File: config.mk
export PLATFORM = sky130hd
export DESIGN_NAME = mips_run_ctrl
export DESIGN_NICKNAME = d
export VERILOG_FILES = /design/src/rtl/mips_run_ctrl.sv
export SDC_FILE = /design/constraint.sdc
export NUM_CORES = 1
export LEC_CHECK = 0
export ABC_AREA = 1
export CORE_AREA = 2 2 134 136
export DETAILED_ROUTE_END_ITERATION = 8
export DIE_AREA = 0 0 136 138
export GPL_TIMING_DRIVEN = 0
export PLACE_DENSITY = 0.64
export SLEW_MARGIN = 20
export SYNTH_ARGS = -nofsm -noshare
export SYNTH_HDL_FRONTEND = slang
export SYNTH_SLANG_ARGS = --single-unit
File: constraint.sdc
create_clock -name i_clk -period 2.4 [get_ports i_clk]
set_input_delay 0.24 -clock i_clk [delete_from_list [all_inputs] [get_ports i_clk]]
set_output_delay 0.24 -clock i_clk [all_outputs]
set_load 0.01 [all_outputs]
File: src/rtl/mips_run_ctrl.sv
// Run controller for the single-cycle MIPS core: holds the core in reset, runs it for a
// bounded budget and stops on halt (branch-to-self), syscall or timeout.
module mips_run_ctrl #(
    parameter int RST_CYCLES  = 2,
    parameter int MAX_CYCLES  = 350,
    parameter int HALT_CYCLES = 4,
    parameter int CNT_W       = 16
) (
    input  logic             i_clk,
    input  logic             i_arst,
    input  logic             i_start,
    input  logic [31:0]      i_instruction,
    input  logic [31:0]      i_pc_cur,
    input  logic [31:0]      i_pc_next,
    output logic             o_cpu_rst,
    output logic             o_running,
    output logic             o_done,
    output logic [1:0]       o_status,
    output logic [CNT_W-1:0] o_cycle_cnt,
    output logic [CNT_W-1:0] o_instr_cnt,
    output logic [31:0]      o_last_pc,
    output logic [1:0]       o_state
);

    typedef enum logic [1:0] {
        S_IDLE  = 2'd0,
        S_RESET = 2'd1,
        S_RUN   = 2'd2,
        S_DONE  = 2'd3
    } state_t;

    localparam int RST_W = (RST_CYCLES < 2) ? 1 : $clog2(RST_CYCLES + 1);
    localparam logic [RST_W-1:0] RST_LOAD = RST_W'(RST_CYCLES);
    localparam logic [RST_W-1:0] RST_LAST = RST_W'(1);
    localparam logic [CNT_W-1:0] MAX_C    = CNT_W'(MAX_CYCLES);
    localparam logic [CNT_W-1:0] HALT_C   = CNT_W'(HALT_CYCLES);
    localparam logic [CNT_W-1:0] CNT_SAT  = '1;

    localparam logic [31:0] INSTR_NOP     = 32'h0000_0000;
    localparam logic [31:0] INSTR_SYSCALL = 32'h0000_000C;

    localparam logic [1:0] ST_NONE    = 2'b00;
    localparam logic [1:0] ST_HALTED  = 2'b01;
    localparam logic [1:0] ST_SYSCALL = 2'b10;
    localparam logic [1:0] ST_TIMEOUT = 2'b11;

    state_t            state_q, state_d;
    logic [RST_W-1:0]  rst_cnt_q, rst_cnt_d;
    logic [CNT_W-1:0]  cyc_q, cyc_d;
    logic [CNT_W-1:0]  instr_q, instr_d;
    logic [CNT_W-1:0]  halt_q, halt_d;
    logic [1:0]        status_q, status_d;
    logic [31:0]       last_pc_q, last_pc_d;
    logic              cpu_rst_q, running_q, done_q;
    logic [CNT_W-1:0]  cyc_inc, instr_inc, halt_inc;

    // Saturating increments: counters stick at all-ones instead of wrapping.
    assign cyc_inc   = (cyc_q   == CNT_SAT) ? cyc_q   : cyc_q   + 1'b1;
    assign instr_inc = (instr_q == CNT_SAT) ? instr_q : instr_q + 1'b1;
    assign halt_inc  = (halt_q  == CNT_SAT) ? halt_q  : halt_q  + 1'b1;

    always_comb begin
        state_d   = state_q;
        rst_cnt_d = rst_cnt_q;
        cyc_d     = cyc_q;
        instr_d   = instr_q;
        halt_d    = halt_q;
        status_d  = status_q;
        last_pc_d = last_pc_q;
        case (state_q)
            S_IDLE, S_DONE: begin
                if (i_start) begin
                    state_d   = S_RESET;
                    rst_cnt_d = RST_LOAD;
                    cyc_d     = '0;
                    instr_d   = '0;
                    halt_d    = '0;
                    status_d  = ST_NONE;
                end
            end
            S_RESET: begin
                rst_cnt_d = rst_cnt_q - 1'b1;
                if (rst_cnt_q == RST_LAST) state_d = S_RUN;
            end
            S_RUN: begin
                cyc_d   = cyc_inc;
                instr_d = (i_instruction != INSTR_NOP) ? instr_inc : instr_q;
                halt_d  = (i_pc_next == i_pc_cur) ? halt_inc : '0;
                // Terminations look at the post-update counters; syscall wins, then halt.
                if (i_instruction == INSTR_SYSCALL) begin
                    state_d  = S_DONE;
                    status_d = ST_SYSCALL;
                end else if (halt_d >= HALT_C) begin
                    state_d  = S_DONE;
                    status_d = ST_HALTED;
                end else if (cyc_d >= MAX_C) begin
                    state_d  = S_DONE;
                    status_d = ST_TIMEOUT;
                end
                if (state_d == S_DONE) last_pc_d = i_pc_cur;
            end
            default: state_d = S_IDLE;
        endcase
    end

    always_ff @(posedge i_clk) begin
        if (i_arst) begin
            state_q   <= S_IDLE;
            rst_cnt_q <= '0;
            cyc_q     <= '0;
            instr_q   <= '0;
            halt_q    <= '0;
            status_q  <= ST_NONE;
            last_pc_q <= '0;
            cpu_rst_q <= 1'b1;
            running_q <= 1'b0;
            done_q    <= 1'b0;
        end else begin
            state_q   <= state_d;
            rst_cnt_q <= rst_cnt_d;
            cyc_q     <= cyc_d;
            instr_q   <= instr_d;
            halt_q    <= halt_d;
            status_q  <= status_d;
            last_pc_q <= last_pc_d;
            cpu_rst_q <= (state_d != S_RUN);
            running_q <= (state_d == S_RUN);
            done_q    <= (state_d == S_DONE);
        end
    end

    assign o_cpu_rst   = cpu_rst_q;
    assign o_running   = running_q;
    assign o_done      = done_q;
    assign o_status    = status_q;
    assign o_cycle_cnt = cyc_q;
    assign o_instr_cnt = instr_q;
    assign o_last_pc   = last_pc_q;
    assign o_state     = state_q;

endmodule

Word-level counts from Yosys, hierarchy flattened
Index checks and enable logic that the tools add are counted.
{"block": "word_totals", "regBits": 89, "input_bits": 99}
{"block": "classes", "addsub": 4, "order_cmp": 2, "n_eq_ne": 17, "n_mux": 23, "reduce_logical": 10}
{"op": "16-bit two-way mux", "count": 6}
{"op": "16-bit case mux with 2 select lines", "count": 3}
{"op": "16-bit by 1-bit adder with 16-bit output, second input constant", "count": 3}
{"op": "16-bit == test, second input constant", "count": 3}
{"op": "32-bit == test", "count": 1}
{"op": "32-bit by 4-bit == test with 1-bit output, second input constant", "count": 1}
{"op": "32-bit nonzero test", "count": 1}
{"op": "2-bit two-way mux", "count": 11}
{"op": "16-bit by 3-bit >= comparator with 1-bit output, second input constant", "count": 1}
{"op": "16-bit by 9-bit >= comparator with 1-bit output, second input constant", "count": 1}
{"op": "2-bit == test, second input constant", "count": 5}
{"op": "2-bit != test, second input constant", "count": 4}
{"op": "2-bit case mux with 2 select lines", "count": 2}
{"op": "2-bit case mux with 3 select lines", "count": 1}
{"op": "2-bit AND reduction", "count": 3}
{"op": "2-bit by 1-bit == test with 1-bit output, second input constant", "count": 2}
{"op": "4-bit != test, second input constant", "count": 1}
{"op": "4-bit AND reduction", "count": 1}
{"op": "2-bit nonzero test", "count": 2}
{"op": "3-bit AND reduction", "count": 1}
{"op": "2-bit zero test", "count": 1}
{"op": "2-bit OR reduction", "count": 1}
{"op": "2-bit by 1-bit subtractor with 2-bit output, second input constant", "count": 1}

Logic depth before layout (Yosys ltp)
{"block": "logic_depth", "ltp_word": 9, "depth_mapped": 19, "ltp_nobuf": 19}

Worst setup path after synthesis
No wires, ideal clock.
{"block": "synth_path", "kind": "register -> register", "startpoint": "register cyc_q[1] (netlist: o_cycle_cnt[1])", "endpoint": "register last_pc_q[10] (netlist: o_last_pc[10])", "setup_time_ps": 113, "arrival_ps": 2187, "path_slack_ps": 100, "path_stages_with_launch": 19, "n_path_buf": 2, "cell_sequence": "dfxtp_1 -> ha_1 -> nand3_2 -> inv_2 -> nand2_2 -> nor2_4 -> buf_4 -> o21ai_1 -> nor2_1 -> nand2_1 -> nand2_1 -> nand2_1 -> nand2_1 -> nor2_1 -> nand3_2 -> nand3_4 -> buf_4 -> nor2_1 -> nor2_1"}
{"block": "synth_between", "elab_chain_cells": 9}
{"item": "from (decl)", "line": "49", "rtl": "logic [CNT_W-1:0] cyc_q, cyc_d;"}
{"item": "from (signal assigned)", "line": "121", "rtl": "cyc_q <= cyc_d;"}
{"item": "16-bit by 1-bit adder with 16-bit output or 16-bit == test (tied branches)", "line": "58", "rtl": "assign cyc_inc = (cyc_q == CNT_SAT) ? cyc_q : cyc_q + 1'b1;"}
{"item": "16-bit two-way mux *", "line": "58"}
{"item": "16-bit by 9-bit >= comparator with 1-bit output *", "line": "96", "rtl": "end else if (cyc_d >= MAX_C) begin"}
{"item": "2-bit two-way mux *", "line": "96"}
{"item": "2-bit two-way mux *", "line": "93", "rtl": "end else if (halt_d >= HALT_C) begin"}
{"item": "2-bit two-way mux *", "line": "90", "rtl": "if (i_instruction == INSTR_SYSCALL) begin"}
{"item": "2-bit two-way mux *", "line": "70", "rtl": "case (state_q)"}
{"item": "2-bit == test *", "line": "100", "rtl": "if (state_d == S_DONE) last_pc_d = i_pc_cur;"}
{"item": "2-bit AND reduction (no line) *"}
{"item": "to (signal assigned)", "line": "125", "rtl": "last_pc_q <= last_pc_d;"}
{"item": "to (decl)", "line": "53", "rtl": "logic [31:0] last_pc_q, last_pc_d;"}
Every way passes the cells marked *; elsewhere a longest branch is shown, timed or not. The select of a mux whose other input is x is not followed.
A chain may end at the register's enable or synchronous reset.

Worst setup path in the final report
{"block": "layout_path", "startpoint": "register halt_q[0]", "endpoint": "register last_pc_q[6] (netlist: o_last_pc[6])"}
{"block": "layout_between", "elab_chain_cells": 9}
{"item": "from (decl)", "line": "51", "rtl": "logic [CNT_W-1:0] halt_q, halt_d;"}
{"item": "from (signal assigned)", "line": "123", "rtl": "halt_q <= halt_d;"}
{"item": "16-bit by 1-bit adder with 16-bit output or 16-bit == test (tied branches)", "line": "60", "rtl": "assign halt_inc = (halt_q == CNT_SAT) ? halt_q : halt_q + 1'b1;"}
{"item": "16-bit two-way mux *", "line": "60"}
{"item": "16-bit two-way mux *", "line": "88", "rtl": "halt_d = (i_pc_next == i_pc_cur) ? halt_inc : '0;"}
{"item": "16-bit by 3-bit >= comparator with 1-bit output *", "line": "93"}
{"item": "2-bit two-way mux *", "line": "93"}
{"item": "2-bit two-way mux *", "line": "90"}
{"item": "2-bit two-way mux *", "line": "70"}
{"item": "2-bit == test *", "line": "100"}
{"item": "2-bit AND reduction (no line) *"}
Marks and branches as above.

==> impl_results.md <==
- Run status: finished with violations
- Worst setup SP type: flop
- Drt total wl: 19440 um
- H-tree lvl count: 3
- P&R area growth vs syn: 52.17%
- Biggest area consumer among synthesized cells: dfxtp_1
- CTS Root Buffer Type: clkbuf_16
- Number of global-route vias before repair: 6358
- Synthesized flop and latch total: 89
- Crit-path max FO: 6
- Post-DP HPWL: 13980 um
- Crit-path cells: ha_4, nand3_4, inv_2, nand2_4, inv_4, nand2_4, buf_4, nand3_1, o21ai_1, nand3_2, nor2_4, nand3_4, nand3_4, buf_6, buf_8, nand2_1, nand2_1, nor2_1
- Overall power: 3.511 mW
- Min cycle time layout: 2522 ps
- Most used cell, CP: nand3_4
- Worst path slowest cell: dfxtp_4
- CP max stage delay: 370 ps
- Detailed Routing Iterations Pass 1: 5
- Post-synth top cells: nand2_1 (346), nor2_1 (170), inv_1 (137)
- Fmax: 0.3965 GHz
- Part of the power in registers: 42.6%
- EDFF count, synth: 0
- Share of cells above drive strength 1: 15.17%
- Top_reg_cell synth: dfxtp_1
- Ports: 170
- Max cap viols: 0
- Layout fillers: 1769
- First-pass GRT wire length: 30590 um
- Leak: 4.002 nW
- CTS tree: yes
- Max VDD drop: 0.3846 mV
- Die height: 138 um
- Int Power: 2.576 mW
- Most frequent cell after synthesis: nand2_1
- Area occupied by registers: 1843 sq um
- Clk sink count: 89
- FF-to-FF path depth: 18
- Hold Violations, Final: 0
- Unrepaired setup endpoints after global routing: true
- Largest cells by area after synthesis: dfxtp_1 (30%), nand2_1 (22%), nor2_1 (11%)
- Fin Clk Skew: 6.715 ps
- Clock-pin slew on the worst setup and hold paths: 70 ps
- Post-Syn Area: 5964 sq um
- Power Dens Cells: 386.8 nW/um^2
- Total CTS buffers: 9
- Setup violators final: 32
- Average wire per standard cell: 13.24 um
- Clk buf depth: 2
- Dpl cells: 1426
- Syn Area/Cell: 5.796 sq um
- RePlAce Congestion: 0.8679
- Initial Utilization: 34.02%
- Critical path class: reg2reg
- DRT antenna net count: 0
- Top-area cell type share of the netlist area: 29.87%
- Initial DRC count: 307
- Psw: 0.9348 mW
- Die area: 18770 sq um
- Violated checks: setup timing
- Final net count: 1340
- Syn_nets: 1134
- Crit end category: flop
- Final Non-Filler Cells: 1468
- Worst path arrival time: 2770 ps
- Seq/Total Area, Yosys: 29.87%
- Comb pwr share: 15.4%
- Chip Width: 136 um
- Core Area: 17530 sq um
- Site Rows: 49
- Mapped Cells: 1029
- Initial antenna violation count: 0
- Pins Over Slew Limit: 0
- Total number of yosys warnings: 0
- WP data required: 2640 ps
- Pin count of the biggest net entering global routing: 16
- Vias post-DR: 6900
- Worst slew pin tran: 627.5 ps
- Drt drc: 0
- Clock power frac: 42.0%
- Ant. Diodes: 0
- Synth unique cells: 36
- Area of the multi-input gates: 3936 sq um
- Post-DR vias/cell: 4.700
- Crit share post-route: 105.1%
- FFs w/ async S/R, synth: 0%
- Switching share of power: 26.63%
- Hold path depth: 3
- Worst rel slew slack: 58.17%
- Grt total ovfl: 0
- Setup ws final: -121.8 ps
- Port bufs: 168
- Overall Global Routing Usage: 20.20%
- Worst-Skew Late Latency: 350 ps
- Worst min path class: in2reg
-- sequential cells by signal, indices dropped and copies added, names as in the netlist --
signal and flops:
o_instr_cnt 16, o_running 1, o_cpu_rst 1, o_status 2, o_last_pc 32, o_state 2
o_done 1, halt_q 16, rst_cnt_q 2, o_cycle_cnt 16
-- layout by cell type, fill, tap and decap left out, types with 3 or more instances in the layout --
cell type and n:
clkbuf_16 9, inv_4 3, dfxtp_2 16, o21ai_0 18, nand4_1 26, xnor2_1 14, inv_2 6, nand3_4 10
clkbuf_1 10, nand3_1 39, clkdlybuf4s50_1 161, clkbuf_2 5, nor2_2 25, nor2_4 19, o21ai_1 5, nand2_1 332
nor2_1 134, nand2_4 4, ha_1 4, nand2_2 14, dlymetal6s2s_1 7, dfxtp_1 62, nand3_2 12, a211oi_1 4
nor3_1 11, a21oi_1 50, nor4_1 4, buf_8 5, buf_6 11, buf_4 18, xor2_1 20, dfxtp_4 11
clkinv_1 4, inv_1 135
-- worst max-delay path, delay by kind of cell (launching register included) --
kind | cells | cell delay, ps
AO/OA/AOI/OAI | 1 | 210
adder cells (fa/ha/maj) | 1 | 170
buffers and inverters | 5 | 480
AND/OR/NAND/NOR | 11 | 1170
flip-flops | 1 | 370
-- kinds of logic after synthesis --
kind of cell	after synthesis	synth area share (%)
simple gates	637	44.39
xor+xnor	34	4.993
buf+inv	176	11.81
fa+ha+maj	6	1.259
flops	89	29.87
compound gates	87	7.678
-- power groups by stage --
stage | clock [mW] | sequential, mW | combinational [mW]
finish | 1.48 | 1.50 | 0.540
global route | 1.58 | 1.50 | 0.599
CTS | 1.51 | 1.50 | 0.523
detailed placement | 0 | 1.54 | 0.502
global placement | 0 | 1.54 | 0.497
floorplan | 0 | 1.53 | 0.230
-- worst paths after layout --
path,startpoint,to,slack (ps)
max,halt_q[0],o_last_pc[6],-120
min reg2reg,rst_cnt_q[1],rst_cnt_q[1],480
min,i_pc_cur[14],o_last_pc[14],190
max reg2reg,halt_q[0],o_last_pc[6],-120
-- metal layers --
metal,GRT usage (%),share of wire [%],up-vias,wire length (um)
met3,3.997,6.9,28,1346
li1,-,-,3602,-
met5,0,0,-,0
met1,25.35,44,3065,8590
met2,34.75,47,205,9122
met4,5.976,1.9,0,376
-- final cells by class --
| class | instances | share of cell area [%] |
|---|---|---|
| Inverter | 148 | 6.203 |
| Buffer | 26 | 2.026 |
| Multi-Input combinational cell | 765 | 43.37 |
| Clock buffer | 10 | 2.633 |
| Timing Repair Buffer | 196 | 21.60 |
| Clock inverter | 5 | 0.7031 |
| Sequential cell | 89 | 20.31 |
| Tap cell | 229 | 3.157 |
-- per-stage QoR --
stage	utilization, %	setup WS, ps	hold WS, ps	area, sq um	setup TNS (ps)
5_1_grt	51.76	-235.1	216.6	9076	-6202
3_5_place_dp	45.24	-517.5	465.9	7933	-24220
4_1_cts	50.08	-62.31	412.2	8781	-1022
2_1_floorplan	-	99.88	374.9	5964	0
6_report	51.76	-121.8	185.2	9076	-2558
3_3_place_gp	45.24	-495.0	460.6	7933	-22970
-- what timing repair did --
| action | 4_1_cts | 5_1_grt |
|---|---|---|
| cloned | 7 | 0 |
| endpoints found under the setup margin | 71 | 69 |
| pin swaps | 29 | 26 |
| resized for setup | 107 | 91 |
| hold buffers | 0 | 0 |
| setup buffers | 16 | 7 |
Note: power is estimated with default switching activity, not from simulation.
